`src/rtl/mac_result_sink.sv`:
```
// mac_result_sink: buffers the MAC result stream in a first-word fall-through
// FIFO that drains through a ready/valid port. It also keeps sticky overflow
// status and counters for dropped samples and saturation events.
// Optional feature: define MAC_SINK_SAT_TRACK_EN to enable saturation tagging,
// the saturation FSM and the sat_events counter.
module mac_result_sink #(
   parameter int unsigned WIDTH = 28,
   parameter int unsigned DEPTH = 8,
   parameter int unsigned CNT_W = 16
) (
   input  logic                       clk,
   input  logic                       reset,
   input  logic signed [WIDTH-1:0]    f,
   input  logic                       valid_in,
   output logic signed [WIDTH-1:0]    out_data,
   output logic                       out_sat,
   output logic                       out_valid,
   input  logic                       out_ready,
   output logic [$clog2(DEPTH):0]     level,
   output logic                       overflow,
   output logic [CNT_W-1:0]           drop_count,
   output logic [CNT_W-1:0]           sat_events,
   input  logic                       clear
);

   localparam int unsigned AW = $clog2(DEPTH);
   localparam int unsigned PW = AW + 1;
`ifdef MAC_SINK_SAT_TRACK_EN
   localparam int unsigned MW = WIDTH + 1;
`else
   localparam int unsigned MW = WIDTH;
`endif

   localparam logic [CNT_W-1:0] CntMax = {CNT_W{1'b1}};

   logic [PW-1:0]    wr_ptr_q, wr_ptr_d;
   logic [PW-1:0]    rd_ptr_q, rd_ptr_d;
   logic [PW-1:0]    level_q, level_d;
   logic             overflow_q, overflow_d;
   logic [CNT_W-1:0] drop_cnt_q, drop_cnt_d;
   logic [MW-1:0]    mem_q [DEPTH];

   logic          empty, full;
   logic          pop, push_acc, drop;
   logic [MW-1:0] wr_word;
   logic [MW-1:0] head_word;

   // Full/empty from the pointer wrap bits; equal low bits mean empty or full
   always_comb begin
      empty = (wr_ptr_q == rd_ptr_q);
      full  = (wr_ptr_q[AW] != rd_ptr_q[AW]) && (wr_ptr_q[AW-1:0] == rd_ptr_q[AW-1:0]);
   end

   // Handshake decode: a pop frees the slot a same-cycle push needs when full
   always_comb begin
      pop      = !empty && out_ready;
      push_acc = valid_in && (!full || pop);
      drop     = valid_in && full && !pop;
   end

   // Pointer and occupancy next state
   always_comb begin
      wr_ptr_d = wr_ptr_q;
      rd_ptr_d = rd_ptr_q;
      level_d  = level_q;
      if (push_acc) begin
         wr_ptr_d = wr_ptr_q + PW'(1);
      end
      if (pop) begin
         rd_ptr_d = rd_ptr_q + PW'(1);
      end
      unique case ({push_acc, pop})
         2'b10:   level_d = level_q + PW'(1);
         2'b01:   level_d = level_q - PW'(1);
         default: level_d = level_q;
      endcase
   end

   // Sticky overflow and saturating drop counter; clear wins over a same-cycle drop
   always_comb begin
      overflow_d = overflow_q;
      drop_cnt_d = drop_cnt_q;
      if (clear) begin
         overflow_d = 1'b0;
         drop_cnt_d = '0;
      end else if (drop) begin
         overflow_d = 1'b1;
         if (drop_cnt_q != CntMax) begin
            drop_cnt_d = drop_cnt_q + CNT_W'(1);
         end
      end
   end

   // FIFO control and status registers
   always_ff @(posedge clk or negedge reset) begin
      if (!reset) begin
         wr_ptr_q   <= '0;
         rd_ptr_q   <= '0;
         level_q    <= '0;
         overflow_q <= 1'b0;
         drop_cnt_q <= '0;
      end else begin
         wr_ptr_q   <= wr_ptr_d;
         rd_ptr_q   <= rd_ptr_d;
         level_q    <= level_d;
         overflow_q <= overflow_d;
         drop_cnt_q <= drop_cnt_d;
      end
   end

   // Storage array; not reset, the head is masked while empty
   always_ff @(posedge clk) begin
      if (push_acc) begin
         mem_q[wr_ptr_q[AW-1:0]] <= wr_word;
      end
   end

   assign head_word = mem_q[rd_ptr_q[AW-1:0]];

`ifdef MAC_SINK_SAT_TRACK_EN
   typedef enum logic [1:0] {
      StNorm   = 2'd0,
      StSatPos = 2'd1,
      StSatNeg = 2'd2
   } sat_state_e;

   localparam logic [WIDTH-1:0] FMax = {1'b0, {(WIDTH-1){1'b1}}};
   localparam logic [WIDTH-1:0] FMin = {1'b1, {(WIDTH-1){1'b0}}};

   sat_state_e       sat_state_q, sat_state_d;
   logic [CNT_W-1:0] sat_cnt_q, sat_cnt_d;
   logic             is_max, is_min, sat_evt;

   // Extreme-value detection on the incoming sample
   always_comb begin
      is_max  = (f == FMax);
      is_min  = (f == FMin);
      wr_word = {is_max | is_min, f};
   end

   // Saturation FSM state register
   always_ff @(posedge clk or negedge reset) begin
      if (!reset) begin
         sat_state_q <= StNorm;
      end else begin
         sat_state_q <= sat_state_d;
      end
   end

   // Saturation FSM next state; every valid sample counts, dropped or not
   always_comb begin
      sat_state_d = sat_state_q;
      if (clear) begin
         sat_state_d = StNorm;
      end else if (valid_in) begin
         case (sat_state_q)
            StNorm: begin
               if (is_max)      sat_state_d = StSatPos;
               else if (is_min) sat_state_d = StSatNeg;
            end
            StSatPos: begin
               if (is_min)       sat_state_d = StSatNeg;
               else if (!is_max) sat_state_d = StNorm;
            end
            StSatNeg: begin
               if (is_max)       sat_state_d = StSatPos;
               else if (!is_min) sat_state_d = StNorm;
            end
            default: sat_state_d = StNorm;
         endcase
      end
   end

   // Saturation FSM output: flag each entry into a new saturation rail
   always_comb begin
      sat_evt = 1'b0;
      if (valid_in && !clear) begin
         case (sat_state_q)
            StNorm:   sat_evt = is_max | is_min;
            StSatPos: sat_evt = is_min;
            StSatNeg: sat_evt = is_max;
            default:  sat_evt = 1'b0;
         endcase
      end
   end

   // Saturating event counter next state
   always_comb begin
      sat_cnt_d = sat_cnt_q;
      if (clear) begin
         sat_cnt_d = '0;
      end else if (sat_evt && (sat_cnt_q != CntMax)) begin
         sat_cnt_d = sat_cnt_q + CNT_W'(1);
      end
   end

   // Saturation event counter register
   always_ff @(posedge clk or negedge reset) begin
      if (!reset) begin
         sat_cnt_q <= '0;
      end else begin
         sat_cnt_q <= sat_cnt_d;
      end
   end

   // Head tag and statistics outputs
   always_comb begin
      out_sat    = !empty && head_word[WIDTH];
      sat_events = sat_cnt_q;
   end
`else
   // Without tracking the raw sample is stored and the tag is constant
   always_comb begin
      wr_word    = f;
      out_sat    = 1'b0;
      sat_events = '0;
   end
`endif

   // Head and status outputs; data forced to zero while empty
   always_comb begin
      out_valid  = !empty;
      out_data   = empty ? '0 : head_word[WIDTH-1:0];
      level      = level_q;
      overflow   = overflow_q;
      drop_count = drop_cnt_q;
   end

endmodule

```
`config.mk`:
```
export PLATFORM = sky130hd
export DESIGN_NAME = mac_result_sink
export DESIGN_NICKNAME = d
export VERILOG_FILES = /design/src/rtl/mac_result_sink.sv
export SDC_FILE = /design/constraint.sdc
export NUM_CORES = 1
export LEC_CHECK = 0
export CAP_MARGIN = 20
export CORE_MARGIN = 5
export CORE_UTILIZATION = 25
export CTS_BUF_LIST = sky130_fd_sc_hd__clkbuf_4
export CTS_CLUSTER_SIZE = 28
export DETAILED_ROUTE_END_ITERATION = 7
export GPL_ROUTABILITY_DRIVEN = 0
export HOLD_SLACK_MARGIN = 0.1
export MAX_ROUTING_LAYER = met4
export PLACE_DENSITY_LB_ADDON = 0.05
export SYNTH_ARGS = -nofsm -noshare
export SYNTH_HDL_FRONTEND = slang
export SYNTH_SLANG_ARGS = --single-unit
```
`constraint.sdc`:
```
create_clock -name clk -period 6 [get_ports clk]
set_input_delay 1.2 -clock clk [delete_from_list [all_inputs] [get_ports clk]]
set_output_delay 1.2 -clock clk [all_outputs]
set_load 0.01 [all_outputs]
```
==> results of run 1 <==
==> synth_stat cells (4+ instances only) <==
| library cell | n | share of area |
|---|---|---|
| o31ai_1 | 4 | 0.0029 |
| nand2_1 | 13 | 0.0047 |
| inv_1 | 6 | 0.0022 |
| or4_1 | 4 | 0.0029 |
| buf_1 | 4 | 0.0015 |
| edfxtp_1 | 224 | 0.65 |
| nand3_1 | 9 | 0.0044 |
| nand4_1 | 4 | 0.0024 |
| buf_6 | 6 | 0.0065 |
| o21ai_0 | 11 | 0.0053 |
| mux4_2 | 56 | 0.12 |
| nor2_1 | 38 | 0.014 |
| xor2_1 | 7 | 0.0059 |
| a21oi_1 | 15 | 0.0073 |
| ha_1 | 4 | 0.0048 |
| clkbuf_1 | 7 | 0.0025 |
| buf_2 | 13 | 0.0063 |
| xnor2_1 | 6 | 0.0051 |
| mux2i_1 | 30 | 0.029 |
| buf_4 | 18 | 0.013 |
| or3_1 | 10 | 0.0061 |
| dfrtp_1 | 29 | 0.070 |
==> state kept, by name, summed over array words and instances (netlist names) <==
| register | count |
|---|---|
| drop_count | 16 |
| level | 4 |
| mem_q | 224 |
| overflow | 1 |
| rd_ptr_q | 4 |
| wr_ptr_q | 4 |
==> layer usage <==
metal	track usage	share of wire	vias up
li1	-	-	2498
met1	0.145	0.43	2906
met2	0.195	0.50	133
met3	0.0342	0.047	62
met4	0.0480	0.027	0
met5	-	0	-
==> power breakdown <==
group          total, mW  switching [mW]  leakage (nW)  internal [mW]
Sequential          2.39           0.178          2.41           2.21
Clock               1.55           0.704         0.535          0.842
Combinational       2.11            1.05          1.34           1.06
==> layout by cell type (no fill, tap or decap), drive strengths merged, types with 2 or more instances in the layout <==
cell / netlist / final
xor2: 7 / 7
nor2: 38 / 38
nor4: 2 / 2
and3: 3 / 3
nand3b: 2 / 2
nor3: 4 / 4
clkdlybuf4s50: 0 / 82
mux4: 56 / 56
mux2i: 30 / 30
buf: 41 / 19
o31ai: 4 / 4
mux2: 3 / 3
nor3b: 2 / 2
o21ai: 13 / 13
conb: 1 / 17
nand3: 10 / 10
diode: 0 / 2
xnor2: 9 / 9
clkbuf: 7 / 105
dfrtp: 29 / 29
and4: 2 / 2
or3: 10 / 10
nand2: 13 / 13
inv: 6 / 7
nand4: 4 / 4
clkinv: 0 / 20
or4: 4 / 4
a21oi: 15 / 15
edfxtp: 224 / 224
ha: 4 / 4
==> area by class of cell <==
class                      instances  area, um2  area share
inverter                           6       22.5     0.00178
timing repair buffer             101        988      0.0780
tap                              532        666      0.0525
sequential                       253       7460       0.588
clock inverter                    22        110     0.00868
multi-input combinational        261       2640       0.208
antenna                            2       5.00    0.000395
clock buffer                     105        788      0.0622
==> path summary, 6_finish.rpt <==
check / slack [ns] / to / from
max in group asynchronous: 4.73 / rd_ptr_q[0]$_DFFE_PN0N_ / reset
hold / removal: 0.47 / level[3]$_DFFE_PN0P_ / level[3]$_DFFE_PN0P_
min in group asynchronous: 0.89 / drop_count[13]$_DFFE_PN0P_ / reset
setup / recovery: 1.18 / out_data[4] / rd_ptr_q[0]$_DFFE_PN0N_
setup reg to reg: 2.59 / mem_q[5][23]$_DFFE_PP_ / rd_ptr_q[0]$_DFFE_PN0N_
hold reg to reg: 0.47 / level[3]$_DFFE_PN0P_ / level[3]$_DFFE_PN0P_
==> per-stage QoR <==
| step | cell area (um2) | utilization | hold slack [ns] | worst slack [ns] |
|---|---|---|---|---|
| global placement | 11800 | 0.288 | 0.459 | 1.69 |
| finish | 12700 | 0.311 | 0.473 | 1.18 |
| floorplan | 10400 | - | 0.462 | 0.775 |
| detailed placement | 11800 | 0.288 | 0.465 | 1.69 |
| global route | 12700 | 0.311 | 0.488 | 0.761 |
| CTS | 12700 | 0.310 | 0.477 | 0.898 |
==> cell families after synthesis <==
logic type,count (synthesis),share of synthesized area
flops,253,0.722
compound gates,38,0.0229
mux,89,0.154
fa+ha+maj,4,0.00485
xor+xnor,16,0.0158
simple gates,97,0.0480
other cells,1,0.000363
buf+inv,54,0.0321
==> qor.json, run 1 <==
{
  "global_route": {
    "grt_antenna_before_repair": 2,
    "grt_pass1_vias": 6291,
    "globalRouteOverflowTotal": 0,
    "grt_util_all_layers": 0.121,
    "grt_start_max_net_pins": 60,
    "wire_length_of_the_first_global_routing_pass_um": 39200
  },
  "sta": {
    "hold_viol": 0,
    "actual_slew_at_the_worst_max_slew_pin_ns": 0.972,
    "skew_ns": 0.0462,
    "setup_violation_total_in_the_final_timing_report": 0,
    "slew_viol_final": 0,
    "setup-tns-final_ns": 0,
    "clock.fmax_ghz": 0.207,
    "grt_setup_unrepaired": "no",
    "final.period_utilization": 0.804,
    "final_period_minus_worst_setup_slack_ns": 4.82,
    "timing.max_slew.rel_slack": 0.352
  },
  "finish": {
    "layout-drive-gt1-share": 0.271,
    "synthToLayoutAreaGrowth_pct": 22.8,
    "final.fill_count": 4041,
    "instances_no_fill": 1282,
    "design.final.nets": 736
  },
  "pwr": {
    "ir_worst_vdd_mv": 0.255,
    "cellLeakagePower_nw": 4.28,
    "power.density_mw_per_mm2": 477,
    "fin_total_pwr_mw": 6.04
  },
  "setup_path": {
    "critical_path.endpoint_type": "primary output",
    "crit_path_top_delay_cell": "dfrtp_4",
    "slowest_delay_ns": 0.88,
    "timing.critical_path.arrival_ns": 3.62,
    "worst_r2r_path_depth": 6,
    "total_number_of_cells_along_the_worst_setup_path": 5,
    "worst-path-buf-inv": 2,
    "crit_fanout": 31,
    "timing.critical_path.required_ns": 4.80,
    "cp_cell_sequence": "buf_4 > mux4_2 > mux2i_1 > nor2_1 > clkdlybuf4s50_1",
    "path_class": "register to primary output",
    "crit_family": "buffers and inverters",
    "timing.critical_path.from_type": "register"
  },
  "clock_tree": {
    "cts_hold_buf": 0,
    "path_clk_slew_ns": 0.06,
    "cts_root_buffer": "clkbuf_4",
    "cts_inserted_buffers": 76,
    "clk-insertion-delay-late_ns": 0.71,
    "tritoncts": "done",
    "buffers_inserted_during_post_cts_setup_optimization": 0,
    "cts_buffer_depth": 3,
    "numClockSinks": 253,
    "clock_tree.htree_level_count": 3,
    "cts_repair_resize_count": 0
  },
  "floorplan": {
    "fp.dieW_um": 213,
    "io_pins": 100,
    "number_of_placement_rows": 74,
    "floorplan.initialDensity": 0.253,
    "dieArea_mm2": 0.0455,
    "die-height_um": 213,
    "coreArea_mm2": 0.0408
  },
  "drt": {
    "wl_per_cell_um": 20.3,
    "remaining_drc_errors": 0,
    "detailedRoute.firstIterationViolations": 232,
    "drt.antenna.violating_nets": 0,
    "drt_pass1_iterations": 4,
    "routed_via_density": 4.37,
    "detail_route.wirelength_um": 26100,
    "route.vias.total": 5599
  },
  "synthesis": {
    "yosysSeqAreaShare": 0.722,
    "yosys_warnings": 0,
    "mappedNetlistArea_mm2": 0.0103,
    "post_synth.cell_area_avg_um2": 18.7,
    "synth.ff_latch_count": 253,
    "post_synth_num_cell_types": 43,
    "synth_cells": 552,
    "asyncSetResetFlopFracSynth": 0.115,
    "postSynth.topFlopCell": "edfxtp_1",
    "count_of_flip_flops_with_a_built_in_enable_after_synthesis": 224
  },
  "place": {
    "portBuffers": 82,
    "hpwlAfterDp_um": 14900,
    "dp_cells": 1153
  },
  "status": {
    "outcome": "complete, no violations"
  },
  "min_path": {
    "min_path_type": "register to register",
    "hold_depth": 1
  },
  "flow_run": {
    "maxCapViolations": 0
  }
}
Power figures use the tool's default switching activity.
==> run 2: changes to the inputs <==
Clock period 6 ns to 4.6 ns, I/O delays scaled along.
==> qor.json, run 2 (same netlist as run 1, synthesis figures left out) <==
{
  "status": {
    "outcome": "complete, no violations"
  },
  "finish": {
    "post-route-util": 0.312,
    "stdcell_area_mm2": 0.0127,
    "design.final.nets": 735,
    "final.fill_count": 4014,
    "layout-drive-gt1-share": 0.283,
    "final_cell_mix": "edfxtp_1, clkbuf_4, clkdlybuf4s50_1",
    "largest_register_ffs": 224,
    "instances_no_fill": 1287,
    "area.sequential_mm2": 0.00746,
    "synthToLayoutAreaGrowth_pct": 23.3,
    "most_frequent_standard_cell_in_the_layout_excluding_fill_and_tap_cells": "edfxtp_1",
    "multi_input_area_mm2": 0.00266
  },
  "drt": {
    "detail_route.wirelength_um": 25400,
    "routed_via_density": 4.31,
    "drt_pass1_iterations": 6,
    "detailedRoute.firstIterationViolations": 211,
    "route.vias.total": 5553,
    "drt.antenna.violating_nets": 0,
    "remaining_drc_errors": 0,
    "wl_per_cell_um": 19.7
  },
  "global_route": {
    "grt_util_all_layers": 0.118,
    "wire_length_of_the_first_global_routing_pass_um": 38300,
    "grt_antenna_before_repair": 3,
    "grt_start_max_net_pins": 60,
    "grt_pass1_vias": 6154,
    "globalRouteOverflowTotal": 0
  },
  "clock_tree": {
    "cts_repair_resize_count": 0,
    "cts_inserted_buffers": 74,
    "clock_tree.htree_level_count": 3,
    "cts_hold_buf": 0,
    "cts_root_buffer": "clkbuf_4",
    "numClockSinks": 253,
    "cts_buffer_depth": 3,
    "path_clk_slew_ns": 0.06,
    "tritoncts": "done",
    "buffers_inserted_during_post_cts_setup_optimization": 0,
    "clk-insertion-delay-late_ns": 0.70
  },
  "setup_path": {
    "timing.critical_path.from_type": "register",
    "total_number_of_cells_along_the_worst_setup_path": 5,
    "cp_cell_sequence": "xnor2_1 > and4_2 > buf_4 > nor2_1 > clkdlybuf4s50_1",
    "worst_r2r_path_depth": 10,
    "crit_family": "buffers and inverters",
    "rrSetupSlack_ns": 1.34,
    "timing.critical_path.required_ns": 3.68,
    "worst_r2r_startpoint": "wr_ptr_q[3]$_DFFE_PN0P_",
    "critical_path.endpoint_type": "primary output",
    "path_class": "register to primary output",
    "timing.critical_path.arrival_ns": 3.21,
    "regToRegEndpoint": "level[1]$_DFFE_PN0P_",
    "crit_fanout": 19,
    "worst-path-buf-inv": 2,
    "crit_path_top_delay_cell": "and4_2",
    "slowest_delay_ns": 0.65
  },
  "flow_run": {
    "maxCapViolations": 0
  },
  "sta": {
    "actual_slew_at_the_worst_max_slew_pin_ns": 1.03,
    "timing.max_slew.rel_slack": 0.315,
    "final_period_minus_worst_setup_slack_ns": 4.13,
    "skew_ns": 0.0327,
    "setup_violation_total_in_the_final_timing_report": 0,
    "clock.fmax_ghz": 0.242,
    "hold_viol": 0,
    "fin_worst_hold_slack_ns": 0.485,
    "postLayoutSetupSlackWorst_ns": 0.474,
    "slew_viol_final": 0,
    "grt_setup_unrepaired": "no",
    "setup-tns-final_ns": 0,
    "final.period_utilization": 0.897
  },
  "floorplan": {
    "number_of_placement_rows": 74,
    "die-height_um": 213,
    "coreArea_mm2": 0.0408,
    "io_pins": 100,
    "dieArea_mm2": 0.0455,
    "floorplan.initialDensity": 0.253,
    "fp.dieW_um": 213
  },
  "min_path": {
    "min_delay_worst_endpoint": "level[3]$_DFFE_PN0P_",
    "min_from": "level[3]$_DFFE_PN0P_",
    "hold_depth": 1,
    "min_path_type": "register to register"
  },
  "pwr": {
    "total_switching_power_mw": 2.56,
    "power.density_mw_per_mm2": 626,
    "pwr-share-clk": 0.261,
    "cellLeakagePower_nw": 4.30,
    "netSwitchingFraction": 0.321,
    "seq_power_share": 0.383,
    "ir_worst_vdd_mv": 0.289,
    "fin_total_pwr_mw": 7.97,
    "power.share.combinational": 0.356,
    "intPower_mw": 5.41
  },
  "place": {
    "post_dp_cell_area_mm2": 0.0118,
    "hpwlAfterDp_um": 14300,
    "dp_cells": 1154,
    "portBuffers": 82,
    "preCtsSetupSlack_ns": 1.11
  }
}
run 2: changes by cell type in the layout (fill, tap and decap cells not counted), sizes merged:
| cell | previous run | this run |
|---|---|---|
| buf | 19 | 20 |
| clkbuf | 105 | 109 |
| clkinv | 20 | 18 |
| clkinvlp | 0 | 2 |
| diode | 2 | 3 |
| inv | 7 | 6 |
run 2: worst max path at each step:
stage	from	end	slack, ns
after floorplan	out_ready	mem_q[5][0]$_DFFE_PP_	0.20
after global placement	out_ready	mem_q[7][16]$_DFFE_PP_	1.11
after detailed placement	wr_ptr_q[3]$_DFFE_PN0P_	out_valid	1.11
after CTS	wr_ptr_q[3]$_DFFE_PN0P_	out_valid	0.28
after global routing	wr_ptr_q[3]$_DFFE_PN0P_	out_valid	0.14
final	wr_ptr_q[3]$_DFFE_PN0P_	out_data[10]	0.47
run 2: layout make-up:
cell class,instances,area share
inverters,6,0.00177
diodes,3,0.000590
well taps,532,0.0523
multi-input cells,261,0.209
flip-flops and latches,253,0.586
clock inverters,21,0.00914
repair buffers,102,0.0772
clock buffers,109,0.0643
run 2: worst reg2reg max path: cells and delay by family (launching register included):
family	cells	cell delay, ns
compound gates	3	0.35
flops	1	0.40
fa+ha+maj	1	0.25
buf+inv	1	0.41
mux	1	0.26
simple gates	3	1.01
xor+xnor	1	0.46
run 2: power groups by stage:
stage / combinational (mW) / clock, mW / sequential [mW]
CTS: 2.96 / 2.21 / 3.06
finish: 2.84 / 2.08 / 3.05
detailed placement: 2.94 / 0 / 3.10
global placement: 2.95 / 0 / 3.09
floorplan: 1.76 / 0 / 3.02
global route: 3.10 / 2.35 / 3.09
run 2: layer usage:
layer | up-vias | share of wire | track usage
li1 | 2512 | - | -
met4 | 0 | 0.023 | 0.0467
met5 | - | 0 | -
met2 | 150 | 0.49 | 0.187
met1 | 2848 | 0.43 | 0.143
met3 | 43 | 0.056 | 0.0363
==> run 3: changes to the inputs <==
Settings changed: CORE_MARGIN 5 to unset.
==> qor.json, run 3 (same netlist as run 1, synthesis figures left out) <==
{
  "clock_tree": {
    "buffers_inserted_during_post_cts_setup_optimization": 0,
    "path_clk_slew_ns": 0.07,
    "cts_inserted_buffers": 73,
    "cts_repair_resize_count": 0,
    "clock_tree.htree_level_count": 3,
    "tritoncts": "done",
    "cts_buffer_depth": 3,
    "cts_root_buffer": "clkbuf_4",
    "cts_hold_buf": 0,
    "clk-insertion-delay-late_ns": 0.71,
    "numClockSinks": 253
  },
  "floorplan": {
    "fp.dieW_um": 205,
    "die-height_um": 205,
    "dieArea_mm2": 0.0421,
    "io_pins": 100,
    "floorplan.initialDensity": 0.253,
    "coreArea_mm2": 0.0408,
    "number_of_placement_rows": 74
  },
  "setup_path": {
    "worst_r2r_path_depth": 10,
    "rrSetupSlack_ns": 1.31,
    "crit_path_start": "rd_ptr_q[1]$_DFFE_PN0N_",
    "timing.critical_path.required_ns": 3.68,
    "crit_family": "buffers and inverters",
    "worst-path-buf-inv": 2,
    "worst_r2r_startpoint": "wr_ptr_q[3]$_DFFE_PN0P_",
    "crit_path_end": "out_data[8]",
    "timing.critical_path.arrival_ns": 3.18,
    "timing.critical_path.from_type": "register",
    "crit_fanout": 59,
    "regToRegEndpoint": "level[1]$_DFFE_PN0P_",
    "critical_path.endpoint_type": "primary output",
    "slowest_delay_ns": 0.75,
    "cp_cell_sequence": "buf_4 > mux4_2 > mux2i_1 > nor2_1 > clkdlybuf4s50_1",
    "total_number_of_cells_along_the_worst_setup_path": 5,
    "path_class": "register to primary output",
    "crit_path_top_delay_cell": "buf_4"
  },
  "finish": {
    "final.fill_count": 4036,
    "design.final.nets": 734,
    "largest_register_ffs": 224,
    "synthToLayoutAreaGrowth_pct": 23.5,
    "final_cell_mix": "edfxtp_1, clkbuf_4, clkdlybuf4s50_1",
    "most_frequent_standard_cell_in_the_layout_excluding_fill_and_tap_cells": "edfxtp_1",
    "layout-drive-gt1-share": 0.281
  },
  "sta": {
    "final_period_minus_worst_setup_slack_ns": 4.10,
    "actual_slew_at_the_worst_max_slew_pin_ns": 0.978,
    "postLayoutSetupSlackWorst_ns": 0.498,
    "setup_violation_total_in_the_final_timing_report": 0,
    "timing.max_slew.rel_slack": 0.348,
    "skew_ns": 0.0447,
    "hold_viol": 0,
    "slew_viol_final": 0,
    "final.period_utilization": 0.892,
    "grt_setup_unrepaired": "no",
    "setup-tns-final_ns": 0,
    "clock.fmax_ghz": 0.244
  },
  "global_route": {
    "globalRouteOverflowTotal": 0,
    "grt_busiest_layer": "met2",
    "grt_antenna_before_repair": 2,
    "met2_usage": 0.194,
    "grt_start_max_net_pins": 60,
    "grt_pass1_vias": 6089,
    "wire_length_of_the_first_global_routing_pass_um": 37500,
    "globalRouteMet1Util": 0.157,
    "grt_util_all_layers": 0.127,
    "groute.layer.met3.usage": 0.0383
  },
  "drt": {
    "routed_via_density": 4.29,
    "route.vias.total": 5536,
    "wl_per_cell_um": 19.2,
    "remaining_drc_errors": 0,
    "drt.antenna.violating_nets": 0,
    "drt_pass1_iterations": 4,
    "detailedRoute.firstIterationViolations": 245,
    "detail_route.wirelength_um": 24800
  },
  "flow_run": {
    "maxCapViolations": 0
  },
  "min_path": {
    "min_path_type": "register to register"
  },
  "place": {
    "preCtsSetupSlack_ns": 1.13,
    "hpwlAfterDp_um": 14200,
    "portBuffers": 82
  },
  "status": {
    "outcome": "complete, no violations"
  },
  "pwr": {
    "ir_worst_vdd_mv": 0.256,
    "cellLeakagePower_nw": 4.33,
    "power.density_mw_per_mm2": 628
  }
}
-- run 3: worst min-delay path by stage --
| stage | from | to | slack (ns) | cells after the start |
|---|---|---|---|---|
| 2_1_floorplan | rd_ptr_q[3]$_DFFE_PN0N_ | rd_ptr_q[3]$_DFFE_PN0N_ | 0.46 | 1 |
| 3_3_place_gp | level[3]$_DFFE_PN0P_ | level[3]$_DFFE_PN0P_ | 0.46 | 1 |
| 3_5_place_dp | level[3]$_DFFE_PN0P_ | level[3]$_DFFE_PN0P_ | 0.47 | 1 |
| 4_1_cts | level[3]$_DFFE_PN0P_ | level[3]$_DFFE_PN0P_ | 0.48 | 1 |
| 5_1_grt | rd_ptr_q[3]$_DFFE_PN0N_ | rd_ptr_q[3]$_DFFE_PN0N_ | 0.51 | 1 |
| 6_report | level[3]$_DFFE_PN0P_ | level[3]$_DFFE_PN0P_ | 0.48 | 1 |
-- run 3: metal layers --
| layer | up-vias | wire, um | part of all wire |
|---|---|---|---|
| met1 | 2816 | 11100 | 0.45 |
| met2 | 145 | 11800 | 0.48 |
| met3 | 64 | 1200 | 0.048 |
| li1 | 2511 | - | - |
| met5 | - | 0 | 0 |
| met4 | 0 | 741 | 0.030 |
-- run 3: layout make-up --
class	count	area, um2	share of cell area
Clock buffer	105	788	0.0618
Timing Repair Buffer	102	983	0.0771
Clock inverter	28	175	0.0137
Tap cell	532	666	0.0522
Sequential cell	253	7460	0.585
Multi-Input combinational cell	261	2660	0.208
Antenna cell	2	5.00	0.000392
Inverter	6	22.5	0.00177
-- run 3: power breakdown --
part / switching (mW) / leakage, nW / internal (mW)
Clock: 0.980 / 0.568 / 1.17
Sequential: 0.189 / 2.41 / 2.88
Combinational: 1.40 / 1.35 / 1.38
Total: 2.57 / 4.33 / 5.44
-- run 3: per-stage QoR --
step	hold slack [ns]	instance area (um2)	total power, mW	util	instances
after floorplan	0.462	10400	4.79	-	568
after global placement	0.460	11800	6.01	0.289	1154
after detailed placement	0.469	11800	6.03	0.289	1154
after CTS	0.479	12800	8.25	0.312	1287
after global routing	0.506	12800	8.55	0.312	1289
final	0.477	12800	8.01	0.312	1289
